===== config.mk =====
export PLATFORM = sky130hd
export DESIGN_NAME = fifo_sram_loader
export DESIGN_NICKNAME = d
export VERILOG_FILES = /design/src/rtl/fifo_sram_pkg.sv /design/src/rtl/sync_fifo.sv /design/src/rtl/fifo_sram_loader.sv
export SDC_FILE = /design/constraint.sdc
export NUM_CORES = 1
export LEC_CHECK = 0
export BUFFER_PORTS_ARGS = -buffer_cell sky130_fd_sc_hd__buf_2
export CAP_MARGIN = 10
export CORE_UTILIZATION = 55
export DETAILED_ROUTE_END_ITERATION = 6
export MAX_ROUTING_LAYER = met4
export PLACE_DENSITY = 0.77
export SETUP_SLACK_MARGIN = 0.2
export SLEW_MARGIN = 25
export SYNTH_ARGS = -nofsm -noshare
export SYNTH_HDL_FRONTEND = slang
export SYNTH_SLANG_ARGS = --single-unit

===== constraint.sdc =====
create_clock -name ldr_clk_i -period 8.88 [get_ports ldr_clk_i]
set_clock_uncertainty 0.05 [all_clocks]
set_input_delay 0.888 -clock ldr_clk_i [delete_from_list [all_inputs] [get_ports ldr_clk_i]]
set_output_delay 0.888 -clock ldr_clk_i [all_outputs]
set_load 0.1 [all_outputs]

===== src/rtl/fifo_sram_pkg.sv =====
// Shared types and helpers for the FIFO-to-SRAM loader.
package fifo_sram_pkg;

    // Loader sequencing states.
    typedef enum logic [1:0] {
        ST_IDLE  = 2'd0,
        ST_DRAIN = 2'd1,
        ST_DONE  = 2'd2
    } ldr_state_e;

    // True on the cycle a level signal goes from low to high.
    function automatic logic rise_edge(input logic cur, input logic prev);
        return cur & ~prev;
    endfunction

endpackage


===== src/rtl/sync_fifo.sv =====
// Single-clock FIFO with first-word-fall-through read, occupancy and a
// sticky overflow flag. Pointers carry an extra wrap bit so full and empty
// are told apart without a separate counter.
module sync_fifo #(
    parameter int DW    = 32,
    parameter int DEPTH = 16
) (
    input  logic                       clk_i,
    input  logic                       rst_i,
    input  logic                       push_i,
    input  logic [DW-1:0]              push_data_i,
    input  logic                       pop_i,
    output logic [DW-1:0]              pop_data_o,
    output logic                       full_o,
    output logic                       empty_o,
    output logic [$clog2(DEPTH):0]     level_o,
    output logic                       overflow_o
);

    localparam int PW = $clog2(DEPTH);

    logic [DW-1:0] mem_q [DEPTH];
    logic [PW:0]   wr_ptr_q, wr_ptr_d;
    logic [PW:0]   rd_ptr_q, rd_ptr_d;
    logic          overflow_q, overflow_d;
    logic          do_push;
    logic          do_pop;

    assign full_o     = (wr_ptr_q[PW] != rd_ptr_q[PW]) &&
                        (wr_ptr_q[PW-1:0] == rd_ptr_q[PW-1:0]);
    assign empty_o    = (wr_ptr_q == rd_ptr_q);
    assign level_o    = wr_ptr_q - rd_ptr_q;
    assign overflow_o = overflow_q;
    assign pop_data_o = mem_q[rd_ptr_q[PW-1:0]];

    // A push into a full FIFO is dropped, even if a pop happens alongside.
    assign do_push = push_i & ~full_o;
    assign do_pop  = pop_i & ~empty_o;

    // Pointer and overflow next-state.
    always_comb begin
        wr_ptr_d   = wr_ptr_q;
        rd_ptr_d   = rd_ptr_q;
        overflow_d = overflow_q;
        if (do_push) begin
            wr_ptr_d = wr_ptr_q + 1'b1;
        end
        if (do_pop) begin
            rd_ptr_d = rd_ptr_q + 1'b1;
        end
        if (push_i && full_o) begin
            overflow_d = 1'b1;
        end
    end

    // Pointer and overflow registers.
    always_ff @(posedge clk_i or posedge rst_i) begin
        if (rst_i) begin
            wr_ptr_q   <= '0;
            rd_ptr_q   <= '0;
            overflow_q <= 1'b0;
        end else begin
            wr_ptr_q   <= wr_ptr_d;
            rd_ptr_q   <= rd_ptr_d;
            overflow_q <= overflow_d;
        end
    end

    // Storage array; contents need no reset since the pointers gate them.
    always_ff @(posedge clk_i) begin
        if (do_push) begin
            mem_q[wr_ptr_q[PW-1:0]] <= push_data_i;
        end
    end

endmodule


===== src/rtl/fifo_sram_loader.sv =====
// Drains a host-fed FIFO into consecutive SRAM words on request, and lets
// the micro side read or write the same single-port SRAM when the loader
// is not in control.
module fifo_sram_loader
    import fifo_sram_pkg::*;
#(
    parameter int DW      = 32,
    parameter int AW      = 13,
    parameter int DEPTH   = 16,
    parameter int WR_EDGE = 1
) (
    input  logic                    ldr_clk_i,
    input  logic                    ldr_rst_i,
    input  logic                    fifo_writeflag_i,
    input  logic [DW-1:0]           fifo_writedata_i,
    output logic                    fifo_fullflag_o,
    output logic [$clog2(DEPTH):0]  fifo_level_o,
    output logic                    fifo_overflow_o,
    input  logic                    micro_control_i,
    input  logic                    write_mem_init_i,
    input  logic [AW-1:0]           base_addr_i,
    output logic                    busy_o,
    output logic                    flag_writefinish_o,
    output logic [AW:0]             words_written_o,
    input  logic [AW-1:0]           micro_sram_address_i,
    input  logic [DW-1:0]           micro_sram_datain_i,
    input  logic                    micro_sram_cs_i,
    input  logic                    micro_sram_we_i,
    output logic [DW-1:0]           sram_data_o,
    output logic                    micro_valid_o,
    output logic                    mem_en_o,
    output logic                    mem_we_o,
    output logic [AW-1:0]           mem_addr_o,
    output logic [DW-1:0]           mem_wdata_o,
    input  logic [DW-1:0]           mem_rdata_i
);

    // Edge-detect history.
    logic flag_q;
    logic init_q;
    logic cs_q;

    // FSM and datapath state.
    ldr_state_e    state_q, state_d;
    logic [AW-1:0] base_q, base_d;
    logic [AW:0]   count_q, count_d;
    logic          busy_q, busy_d;
    logic          fin_q, fin_d;
    logic [AW:0]   words_q, words_d;
    logic          mem_en_q, mem_en_d;
    logic          mem_we_q, mem_we_d;
    logic [AW-1:0] mem_addr_q, mem_addr_d;
    logic [DW-1:0] mem_wdata_q, mem_wdata_d;
    logic          rd_pend_q, rd_pend_d;
    logic          rd_cap_q, rd_cap_d;
    logic [DW-1:0] rdata_q, rdata_d;
    logic          valid_q, valid_d;

    // FIFO hookup.
    logic          push_req;
    logic          pop;
    logic [DW-1:0] fifo_head;
    logic          fifo_empty;

    logic load_start;
    logic cs_rise;
    logic micro_pending;

    assign push_req      = (WR_EDGE != 0) ? rise_edge(fifo_writeflag_i, flag_q)
                                          : fifo_writeflag_i;
    assign load_start    = rise_edge(write_mem_init_i, init_q) & micro_control_i;
    assign cs_rise       = rise_edge(micro_sram_cs_i, cs_q);
    // An access is outstanding from launch until its read data is captured.
    assign micro_pending = mem_en_q | rd_pend_q | rd_cap_q;

    sync_fifo #(
        .DW    (DW),
        .DEPTH (DEPTH)
    ) u_fifo (
        .clk_i       (ldr_clk_i),
        .rst_i       (ldr_rst_i),
        .push_i      (push_req),
        .push_data_i (fifo_writedata_i),
        .pop_i       (pop),
        .pop_data_o  (fifo_head),
        .full_o      (fifo_fullflag_o),
        .empty_o     (fifo_empty),
        .level_o     (fifo_level_o),
        .overflow_o  (fifo_overflow_o)
    );

    // Loader FSM, micro arbitration and SRAM port next-state.
    always_comb begin
        state_d     = state_q;
        base_d      = base_q;
        count_d     = count_q;
        busy_d      = busy_q;
        fin_d       = fin_q;
        words_d     = words_q;
        mem_en_d    = 1'b0;
        mem_we_d    = 1'b0;
        mem_addr_d  = mem_addr_q;
        mem_wdata_d = mem_wdata_q;
        rd_pend_d   = 1'b0;
        rd_cap_d    = rd_pend_q;
        rdata_d     = rdata_q;
        valid_d     = 1'b0;
        pop         = 1'b0;

        // SRAM read data is valid the cycle after the read was issued.
        if (rd_cap_q) begin
            rdata_d = mem_rdata_i;
            valid_d = 1'b1;
        end

        case (state_q)
            ST_IDLE: begin
                if (load_start) begin
                    state_d = ST_DRAIN;
                    base_d  = base_addr_i;
                    count_d = '0;
                    busy_d  = 1'b1;
                    fin_d   = 1'b0;
                end else if (!micro_control_i && cs_rise && !micro_pending) begin
                    mem_en_d    = 1'b1;
                    mem_we_d    = ~micro_sram_we_i;
                    mem_addr_d  = micro_sram_address_i;
                    mem_wdata_d = micro_sram_datain_i;
                    rd_pend_d   = micro_sram_we_i;
                end
            end
            ST_DRAIN: begin
                if (!micro_control_i) begin
                    // Abort: the write already on the bus finishes by itself.
                    state_d = ST_IDLE;
                    busy_d  = 1'b0;
                end else if (!fifo_empty) begin
                    pop         = 1'b1;
                    mem_en_d    = 1'b1;
                    mem_we_d    = 1'b1;
                    mem_addr_d  = base_q + count_q[AW-1:0];
                    mem_wdata_d = fifo_head;
                    count_d     = count_q + 1'b1;
                end else begin
                    state_d = ST_DONE;
                    busy_d  = 1'b0;
                    fin_d   = 1'b1;
                    words_d = count_q;
                end
            end
            ST_DONE: begin
                if (!write_mem_init_i) begin
                    state_d = ST_IDLE;
                end
            end
            default: begin
                state_d = ST_IDLE;
            end
        endcase
    end

    // State register for the FSM, SRAM port and edge-detect history.
    always_ff @(posedge ldr_clk_i or posedge ldr_rst_i) begin
        if (ldr_rst_i) begin
            flag_q      <= 1'b0;
            init_q      <= 1'b0;
            cs_q        <= 1'b0;
            state_q     <= ST_IDLE;
            base_q      <= '0;
            count_q     <= '0;
            busy_q      <= 1'b0;
            fin_q       <= 1'b0;
            words_q     <= '0;
            mem_en_q    <= 1'b0;
            mem_we_q    <= 1'b0;
            mem_addr_q  <= '0;
            mem_wdata_q <= '0;
            rd_pend_q   <= 1'b0;
            rd_cap_q    <= 1'b0;
            rdata_q     <= '0;
            valid_q     <= 1'b0;
        end else begin
            flag_q      <= fifo_writeflag_i;
            init_q      <= write_mem_init_i;
            cs_q        <= micro_sram_cs_i;
            state_q     <= state_d;
            base_q      <= base_d;
            count_q     <= count_d;
            busy_q      <= busy_d;
            fin_q       <= fin_d;
            words_q     <= words_d;
            mem_en_q    <= mem_en_d;
            mem_we_q    <= mem_we_d;
            mem_addr_q  <= mem_addr_d;
            mem_wdata_q <= mem_wdata_d;
            rd_pend_q   <= rd_pend_d;
            rd_cap_q    <= rd_cap_d;
            rdata_q     <= rdata_d;
            valid_q     <= valid_d;
        end
    end

    assign busy_o             = busy_q;
    assign flag_writefinish_o = fin_q;
    assign words_written_o    = words_q;
    assign sram_data_o        = rdata_q;
    assign micro_valid_o      = valid_q;
    assign mem_en_o           = mem_en_q;
    assign mem_we_o           = mem_we_q;
    assign mem_addr_o         = mem_addr_q;
    assign mem_wdata_o        = mem_wdata_q;

endmodule


==> run_results.csv, run 1 <==
group,metric,value,unit
run_status,outcome,"finished, final reports clean",
clock_network,insertion_delay,0.59,ns
synth,yosys.area_share.simple,5.042,%
pwr,p_int,6.470,mW
pwr,clockPowerShare,26.2,%
critical_path,critical_path.startpoint,"u_fifo.rd_ptr_q[3]",
critical_path,cp-end-kind,"output pin",
floorplan,dieArea,0.04774,mm^2
synth,synth-edff-count,512,
synth,seq_area_frac_synth,73.32,%
synth,synth_compound_area_share,1.835,%
sta,finalCriticalPeriod,4.085,ns
place,place_congestion,0.8367,
sta,tightest_slew,1.071,ns
pwr,net-switching-power,4.141,mW
run,cap_violations,0,
sta,hold_ws,0.3268,ns
critical_path,r2r-start,"u_fifo.rd_ptr_q[3]",
sta,fmax,0.2448,GHz
drt,vias,13877,
synth,synthCells,1364,
critical_path,cp_data_arrival_time,3.15,ns
critical_path,cp_top_family,"flip-flops",
synth,yosys-top-cells-area,"edfxtp_1 (60%), mux4_2 (14%), dfrtp_1 (14%)",
drt,routed_via_density,6.092,
grt,met2_usage,41.70,%
clock_network,post_cts_buffers,0,
clock_network,cts_sinks,653,
synth,yosysWarnings,0,
synth,yosysTopAreaCell,"edfxtp_1",
grt,grt.total_usage,26.19,%
pwr,vdd_drop_max,0.4345,mV
sta,setup_violations,0,
worst_hold_path,hp-start,"rd_cap_d",
critical_path,cp.buffers_inverters,2,
cells_and_area,nets,1776,
grt,grt_pass1_vias,14197,
synth,synth-seq-cells,653,
drt,drc,0,
critical_path,critPathLaunchType,"flip-flop",
pwr,pwr-share-comb,36.6,%
clock_network,clk_pin_slew,0.06,ns
drt,finalWirelength,58.63,mm
pwr,switching_share,39.03,%
critical_path,slowest_delay,1.07,ns
floorplan,initial_core_util,56.33,%
cells_and_area,area.growth.synth_to_final,17.14,%
synth,avgSynthCellArea,18.90,um^2
grt,global_route.overflow_total,0,
place,io_buffer_count,231,
clock_network,cts_buffers,67,
floorplan,num_rows,78,
grt,antenna_found_initial,3,
synth,synth_cell_types,51,
pwr,p_per_area,351.4,mW/mm^2
worst_hold_path,min-delay-path-class,"reg -> reg",
synth,mappedNetlistArea,0.02578,mm^2
sta,fin_tns_setup,0,ns
floorplan,die_w,218.5,um
grt,top_usage_layer,"met2",
cells_and_area,fillers,2914,
drt,drt_iter0_markers,1654,
sta,hold_violations,0,
synth,synthArstFlopShare,21.59,%
synth,synth_top_family_by_area,"multiplexers",
grt,grt_pass1_wl,88.24,mm
synth,yosys_most_used_dff,"edfxtp_1",
sta,relSlewSlack,28.59,%
clock_network,cts_root_buf,"clkbuf_16",
critical_path,crit_path_top_delay_cell,"dfrtp_2",
sta,rsz0062_at_grt,"false",
synth,synth_top_area_share,59.64,%
critical_path,path_cells,"inv_1, ha_1, nand4_1, nor2_1, buf_2",
pwr,pwr-share-seq,37.2,%
critical_path,crit_required,7.94,ns
grt,grt_use_met1,33.94,%
clock_network,cts-resized-gates,0,
drt,first_pass_iters,6,
clock_network,cts-hold-fix-buffers,0,
synth,synth-xor-area-share,0.9173,%
grt,use_met3,4.690,%
drt,ant_nets,0,
synth,synth_fa_ha_area_share,1.223,%
critical_path,crit_path_max_fanout,35,
sta,period_share,46.00,%
grt,grt_max_degree,91,
clock_network,h-tree-depth,3,
clock_network,cts_tree,"yes",
sta,drv_slew,0,
critical_path,crit_type,"reg -> out",
drt,wl_per_cell,25.74,um
place,dp_hpwl,35.16,mm
floorplan,core_area,0.04577,mm^2
cells_and_area,drive_gt1_share,35.88,%
floorplan,fp.dieH,218.5,um
synth,synth.area.mux_share,16.14,%
pwr,leakage,11.03,nW
floorplan,io_pins,232,
synth,syn-num-nets,1517,
clock_network,cts.path.max_buffers,3,
==> area by class of cell <==
type / instances / area, um^2 / share of cell area [%]
antenna: 3 / 7.507 / 0.02486
clock buffer: 95 / 1914 / 6.339
clock inverter: 26 / 270.3 / 0.8949
inverter: 19 / 77.57 / 0.2569
multi-input combinational: 621 / 6609 / 21.88
sequential: 653 / 18910 / 62.62
tap: 600 / 750.7 / 2.486
timing repair buffer: 261 / 1658 / 5.490
==> power groups by stage <==
stage	clock network [mW]	registers, mW	logic [mW]
global route	2.94	3.99	4.07
floorplan	0	5.17	1.89
global placement	0	4.03	3.77
detailed placement	0	4.01	3.89
finish	2.78	3.95	3.89
CTS	2.82	3.95	3.92
==> metal layers <==
layer | vias up | wire (um)
met4 | 0 | 1976
met1 | 7163 | 22800
li1 | 5926 | -
met3 | 114 | 4280
met5 | - | 0
met2 | 674 | 29580
==> per-stage QoR <==
step           instances  instance area (um^2)  total power [mW]  utilization, %  setup slack (ns)
2_1_floorplan       1364                 25780             7.054               -             3.412
3_3_place_gp        2141                 27640             7.792           60.38             4.685
3_5_place_dp        2154                 28000             7.895           61.16             4.869
4_1_cts             2275                 30180             10.70           65.94             4.767
5_1_grt             2278                 30200             11.00           65.98             4.583
6_report            2278                 30200             10.61           65.98             4.795
==> flip-flops by register name (all words and copies together) (netlist names), 2 cells and up <==
signal and cells:
base_q 13, count_q 14, mem_addr_o 13, mem_wdata_o 32, sram_data_o 32, state_q 2, u_fifo.mem_q 512, u_fifo.rd_ptr_q 5
u_fifo.wr_ptr_q 5, words_written_o 14
==> synthesized netlist by cell type (3+ instances only) <==
library cell	count
edfxtp_1	512
mux4_2	160
dfrtp_1	141
nand2_1	138
nand3_1	72
mux2_2	46
clkbuf_1	42
nor2_1	31
o21ai_0	23
ha_1	22
a21oi_1	18
xnor2_1	17
inv_1	16
buf_2	14
nand4_1	10
xor2_1	10
a21o_1	9
buf_1	8
or3_1	8
nor3_1	7
o211ai_1	6
o21a_1	6
a211oi_1	4
mux2i_1	4
buf_4	3
buf_6	3
nand2b_1	3
==> final timing paths <==
kind / slack (ns) / endpoint / cells past startpoint
min: 0.33 / rd_cap_q / 0
min reg2reg: 0.33 / rd_cap_q / 0
max reg2reg: 4.80 / u_fifo.mem_q[11][4] / 8
max: 4.80 / fifo_fullflag_o / 5
min in group asynchronous: 0.37 / mem_wdata_o[25] / 2
max in group asynchronous: 7.20 / u_fifo.rd_ptr_q[0] / 3
==> cells by family after synthesis <==
group | Yosys count
AO/OA/AOI/OAI | 75
XOR/XNOR | 27
adder cells (fa/ha/maj) | 24
buffers and inverters | 90
flip-flops | 653
multiplexers | 210
AND/OR/NAND/NOR | 285
==> layout by cell type, fill, tap and decap left out, types with 17 or more instances in the layout <==
| cell | instances |
|---|---|
| mux2_2 | 46 |
| clkbuf_16 | 69 |
| nand3_1 | 72 |
| dfrtp_1 | 138 |
| mux4_2 | 160 |
| buf_2 | 231 |
| a21oi_1 | 18 |
| nand2_1 | 137 |
| ha_1 | 22 |
| clkbuf_1 | 17 |
| xnor2_1 | 17 |
| nor2_1 | 19 |
| o21ai_0 | 23 |
| edfxtp_1 | 512 |
(Power assumes the default switching activity.)
==> run 2, diff against run 1 <==
--- a/config.mk
+++ b/config.mk
@@ -7,7 +7,7 @@
 export LEC_CHECK = 0
 export BUFFER_PORTS_ARGS = -buffer_cell sky130_fd_sc_hd__buf_2
 export CAP_MARGIN = 10
-export CORE_UTILIZATION = 55
+export CORE_UTILIZATION = 53
 export DETAILED_ROUTE_END_ITERATION = 6
 export MAX_ROUTING_LAYER = met4
 export PLACE_DENSITY = 0.77
==> constraint.sdc (replaced) <==
create_clock -name ldr_clk_i -period 3.6 [get_ports ldr_clk_i]
set_clock_uncertainty 0.05 [all_clocks]
set_input_delay 0.36 -clock ldr_clk_i [delete_from_list [all_inputs] [get_ports ldr_clk_i]]
set_output_delay 0.36 -clock ldr_clk_i [all_outputs]
set_load 0.1 [all_outputs]
==> run 2 against run 1 <==
  * Setup slack got worse by 4.5 ns
  * Critical path depth up 2
  * Utilization down 1.2 points
  * Combinational power grew to 2.6 times the previous value
  * Design area up 2.7%
  * Global-route usage rose by 1.4 points
  * Register-to-register slack got worse by 4.2 ns
  * Routed wire length increased by 10%
  * Final cell count is 5.0% higher
  * Total power increased to 2.5 times the previous value
  * Non-clock buffer count rose by 95
==> run_results.csv, run 2 (synthesized netlist as in run 1, its figures left out) <==
group,metric,value,unit
clock_network,post_cts_buffers,0,
sta,fin_tns_setup,0,ns
floorplan,dieArea,0.04953,mm^2
place,dp.cells,2189,
cells_and_area,drive_gt1_share,35.18,%
clock_network,clk_pin_slew,0.06,ns
drt,ant_nets,0,
worst_hold_path,min-delay-path-class,"in -> reg",
place,io_buffer_count,231,
pwr,p_per_area,855.8,mW/mm^2
sta,relSlewSlack,43.44,%
cells_and_area,final_common_cell,"edfxtp_1",
critical_path,cp-end-kind,"output pin",
critical_path,critPathLaunchType,"flip-flop",
grt,grt.total_usage,27.54,%
critical_path,r2r_slack,0.59,ns
floorplan,fp.dieH,222.6,um
worst_hold_path,hold_depth,3,
clock_network,cts.path.max_buffers,3,
critical_path,r2r_end,"u_fifo.mem_q[0][14]",
clock_network,cts_tree,"yes",
sta,fmax,0.3065,GHz
pwr,vdd_drop_max,0.6227,mV
run,cap_violations,0,
critical_path,crit_type,"reg -> out",
floorplan,num_rows,80,
clock_network,cts_sinks,653,
pwr,power,26.54,mW
sta,setup_violations,0,
sta,setup_slack,0.3373,ns
place,dp_hpwl,33.66,mm
grt,grt_pass1_wl,96.17,mm
worst_hold_path,hp-start,"micro_sram_datain_i[15]",
critical_path,crit_path_max_fanout,66,
critical_path,r2r_cells,8,
run_status,outcome,"finished, final reports clean",
cells_and_area,utilization,64.82,%
floorplan,initial_core_util,53.88,%
sta,drv_slew,0,
cells_and_area,fin_cells,2393,
cells_and_area,area.growth.synth_to_final,20.30,%
grt,grt_pass1_vias,15288,
sta,finalCriticalPeriod,3.263,ns
place,dp_worst_setup_slack,0.6191,ns
drt,drc,0,
drt,wl_per_cell,27.06,um
clock_network,cts_buffers,67,
drt,routed_via_density,6.154,
drt,drt_iter0_markers,1706,
sta,period_share,90.63,%
clock_network,cts_root_buf,"clkbuf_16",
worst_hold_path,holdPathEnd,"mem_wdata_o[15]",
sta,tightest_slew,0.8484,ns
drt,finalWirelength,64.75,mm
grt,global_route.overflow_total,0,
grt,grt_max_degree,81,
critical_path,r2r-start,"u_fifo.rd_ptr_q[1]",
critical_path,crit_required,3.19,ns
floorplan,core_area,0.04785,mm^2
cells_and_area,largest_reg_flops,512,
place,place_congestion,0.8327,
drt,vias,14727,
clock_network,h-tree-depth,3,
pwr,leakage,11.40,nW
cells_and_area,layout_common_cells,"edfxtp_1 (512), buf_2 (231), mux4_2 (160), dfrtp_1 (138), nand2_1 (136)",
floorplan,die_w,222.6,um
critical_path,cp_data_arrival_time,2.85,ns
drt,first_pass_iters,5,
grt,antenna_found_initial,7,
sta,hold_violations,0,
sta,rsz0062_at_grt,"false",
clock_network,insertion_delay,0.59,ns
cells_and_area,nets,1871,
floorplan,io_pins,232,
## run 2: cell types whose count changed in the layout (fill, tap and decap cells not counted), moves of 5 or more
| cell | delta |
|---|---|
| dlygate4sd3_1 | +74 |
| buf_4 | +27 |
| buf_16 | -12 |
| clkbuf_8 | -8 |
| buf_12 | +6 |
| clkinvlp_4 | +5 |
## run 2: cell type report
type | instances | area [um^2]
flip-flops and latches | 653 | 18910
diodes | 7 | 17.52
well taps | 615 | 769.5
clock buffers | 86 | 1843
inverters | 19 | 76.32
multi-input cells | 621 | 6643
clock inverters | 36 | 341.6
fillers | 3114 | 16830
repair buffers | 356 | 2412
## run 2: timing repair
item | in CTS | in global routing
resized for setup | 1 | 0
hold endpoints to repair | 217 | 0
hold buffers | 74 | 0
endpoints found under the setup margin | 1 | 0
## run 2: worst max-delay path by stage
stage                            start                 end  slack, ns  depth (start not counted)
floorplan           u_fifo.rd_ptr_q[1]  u_fifo.mem_q[4][0]       0.16                          9
global route        u_fifo.rd_ptr_q[1]     fifo_level_o[4]       0.21                          7
finish              u_fifo.rd_ptr_q[1]     fifo_level_o[4]       0.34                          7
CTS                 u_fifo.rd_ptr_q[1]     fifo_level_o[4]       0.28                          7
global placement    u_fifo.rd_ptr_q[0]     mem_wdata_o[20]       0.66                          6
detailed placement  u_fifo.rd_ptr_q[0]     mem_wdata_o[21]       0.62                          6
## run 2: layer usage
layer  up-vias  wire, um  part of all wire [%]  GRT usage, %
li1       6109         -                     -             -
met3       129      5770                   8.9         4.814
met4         0      1669                   2.6         9.611
met2       871     32820                    51         44.75
met1      7618     24490                    38         35.31
met5         -         0                     0             -
## run 2: power breakdown
part | switching, mW | internal [mW]
Clock | 2.86 | 4.07
Combinational | 7.09 | 3.05
Sequential | 0.462 | 9.01
## run 2: metrics by stage
step	hold slack, ns	area (um^2)
after CTS	0.003611	31000
after floorplan	0.2968	25920
after global placement	0.3053	28030
after global routing	0.01901	31010
final	0.02873	31010
after detailed placement	0.3096	28030
## run 2: worst max-delay path, cell delays in order, from the launching register on
cell	delay, ns
dfrtp_4	0.52
buf_16	0.25
fa_1	0.51
inv_1	0.08
a21o_1	0.11
a21oi_1	0.08
xnor2_1	0.23
buf_2	0.48
==> run 3, diff against run 2 <==
--- a/config.mk
+++ b/config.mk
@@ -7,6 +7,7 @@
 export LEC_CHECK = 0
 export BUFFER_PORTS_ARGS = -buffer_cell sky130_fd_sc_hd__buf_2
 export CAP_MARGIN = 10
+export CORE_ASPECT_RATIO = 1.2
 export CORE_UTILIZATION = 53
 export DETAILED_ROUTE_END_ITERATION = 6
 export MAX_ROUTING_LAYER = met4
==> run 3 against run 2 <==
  * Sequential share of layout area about the same
  * Utilization fell by 0.20 points
  * Total power is 2.4% lower
  * Fmax up 0.78%
  * Die area hardly changed
  * Non-clock buffer count up 9
  * First-iteration DRC count decreased by 23%
  * Worst hold slack better by 0.0060 ns
  * Highest routed layer unchanged
  * Combinational power is essentially flat
  * Setup slack better by 0.025 ns
  * Clock power is 9.2% lower
  * Final cell count rose by 0.46%
==> run_results.csv, run 3 (synthesized netlist as in run 1, its figures left out) <==
group,metric,value,unit
pwr,vdd_drop_max,0.5878,mV
sta,fin_tns_setup,0,ns
clock_network,cts_buffers,59,
clock_network,cts.path.max_buffers,3,
drt,drt_iter0_markers,1317,
floorplan,core_area,0.04801,mm^2
cells_and_area,largest_reg_flops,512,
critical_path,r2r_cells,7,
pwr,power,25.91,mW
sta,drv_slew,0,
sta,finalCriticalPeriod,3.237,ns
critical_path,crit_type,"reg -> reg",
critical_path,crit_path_max_fanout,14,
sta,setup_slack,0.3626,ns
clock_network,insertion_delay,0.64,ns
place,io_buffer_count,231,
drt,vias,14420,
run,cap_violations,0,
worst_hold_path,hold_depth,1,
floorplan,die_w,203.3,um
sta,hold_violations,0,
cells_and_area,multi_input_area,0.006643,mm^2
drt,finalWirelength,63.72,mm
cells_and_area,area.growth.synth_to_final,20.33,%
pwr,leakage,11.36,nW
place,dp_worst_setup_slack,0.3558,ns
cells_and_area,layout_common_cells,"edfxtp_1 (512), buf_2 (231), mux4_2 (160), dfrtp_1 (138), nand2_1 (136)",
critical_path,crit_required,3.88,ns
cells_and_area,fillers,3170,
cells_and_area,final_common_cell,"edfxtp_1",
place,dp_hpwl,33.91,mm
grt,grt_pass1_wl,93.93,mm
clock_network,h-tree-depth,2,
clock_network,post_cts_buffers,0,
place,placed_cell_area,0.02811,mm^2
cells_and_area,drive_gt1_share,34.35,%
clock_network,cts_root_buf,"clkbuf_16",
critical_path,cp-end-kind,"flip-flop",
floorplan,io_pins,232,
sta,hold_ws,0.03471,ns
grt,grt_pass1_vias,15133,
grt,antenna_found_initial,4,
drt,drc,0,
place,place_congestion,0.9491,
floorplan,initial_core_util,53.70,%
grt,global_route.overflow_total,0,
cells_and_area,nets,1872,
drt,first_pass_iters,6,
grt,grt_max_degree,81,
drt,ant_nets,0,
drt,routed_via_density,5.998,
floorplan,dieArea,0.04953,mm^2
clock_network,cts_tree,"yes",
sta,tightest_slew,1.012,ns
floorplan,fp.dieH,243.6,um
cells_and_area,register_area,0.01891,mm^2
floorplan,num_rows,88,
sta,rsz0062_at_grt,"false",
critical_path,cp_data_arrival_time,3.52,ns
pwr,p_per_area,835.4,mW/mm^2
sta,relSlewSlack,32.41,%
critical_path,critPathLaunchType,"flip-flop",
drt,wl_per_cell,26.51,um
sta,period_share,89.93,%
sta,fmax,0.3089,GHz
sta,setup_violations,0,
cells_and_area,fin_area,0.03102,mm^2
clock_network,clk_pin_slew,0.07,ns
worst_hold_path,min-delay-path-class,"in -> reg",
grt,grt.total_usage,27.07,%
run_status,outcome,"finished, final reports clean",
clock_network,cts_sinks,653,
==> run 3: cell types whose count changed in the layout (fill, tap and decap cells not counted), sizes merged <==
| cell | delta |
|---|---|
| buf | -8 |
| bufinv | -1 |
| clkbuf | -6 |
| clkinv | -1 |
| clkinvlp | -3 |
| diode | -3 |
| dlygate4sd3 | +17 |
| inv | +1 |
==> run 3: path summary, 6_finish.rpt <==
path,end,slack [ns],from
hold / removal,u_fifo.mem_q[10][31],0.03,fifo_writedata_i[31]
setup / recovery,u_fifo.mem_q[13][4],0.36,u_fifo.wr_ptr_q[3]
min in group asynchronous,sram_data_o[13],0.40,ldr_rst_i
max in group asynchronous,sram_data_o[28],2.28,ldr_rst_i
hold reg to reg,rd_cap_q,0.33,rd_cap_d
setup reg to reg,u_fifo.mem_q[13][4],0.36,u_fifo.wr_ptr_q[3]
==> run 3: area by class of cell <==
cell class | instances | share of cell area, %
Multi-Input combinational cell | 621 | 21.41
Tap cell | 630 | 2.541
Antenna cell | 4 | 0.03227
Inverter | 19 | 0.2460
Timing Repair Buffer | 365 | 8.530
Sequential cell | 653 | 60.96
Clock inverter | 32 | 1.028
Clock buffer | 80 | 5.247
==> run 3: critical path, cell delays in order, from the launching register on <==
cell     delay, ns
dfrtp_1       0.66
ha_1          0.37
nand4_1       0.29
nor2_4        0.09
nor3b_4       0.40
nand2_1       0.33
nor2_4        0.49
buf_12        0.24
==> run 3: where the power goes <==
group / total, mW / switching, mW / leakage [nW] / internal [mW]
logic: 10.1 / 7.07 / 4.00 / 3.07
clock network: 6.29 / 2.74 / 0.960 / 3.55
registers: 9.49 / 0.479 / 6.39 / 9.01
==> run 3: timing repair <==
action / CTS / global route
hold buffers: 91 / 0
pin swaps: 0 / 0
gates cloned: 1 / 0
gates resized for setup: 1 / 1
endpoints found under the setup margin: 1 / 22
endpoints found under the hold margin: 123 / 0
==> run 3: metrics by stage <==
stage,util [%],cells
6_report,64.62,2404
5_1_grt,64.62,2404
4_1_cts,64.59,2400
3_5_place_dp,58.56,2196
3_3_place_gp,58.50,2195
2_1_floorplan,-,1364
==> run 3: metal layers <==
metal	wire length (um)	GRT usage (%)	up-vias
li1	-	-	6107
met1	23070	32.56	7401
met2	33710	46.58	782
met3	5189	4.026	130
met4	1749	9.531	0
met5	0	-	-
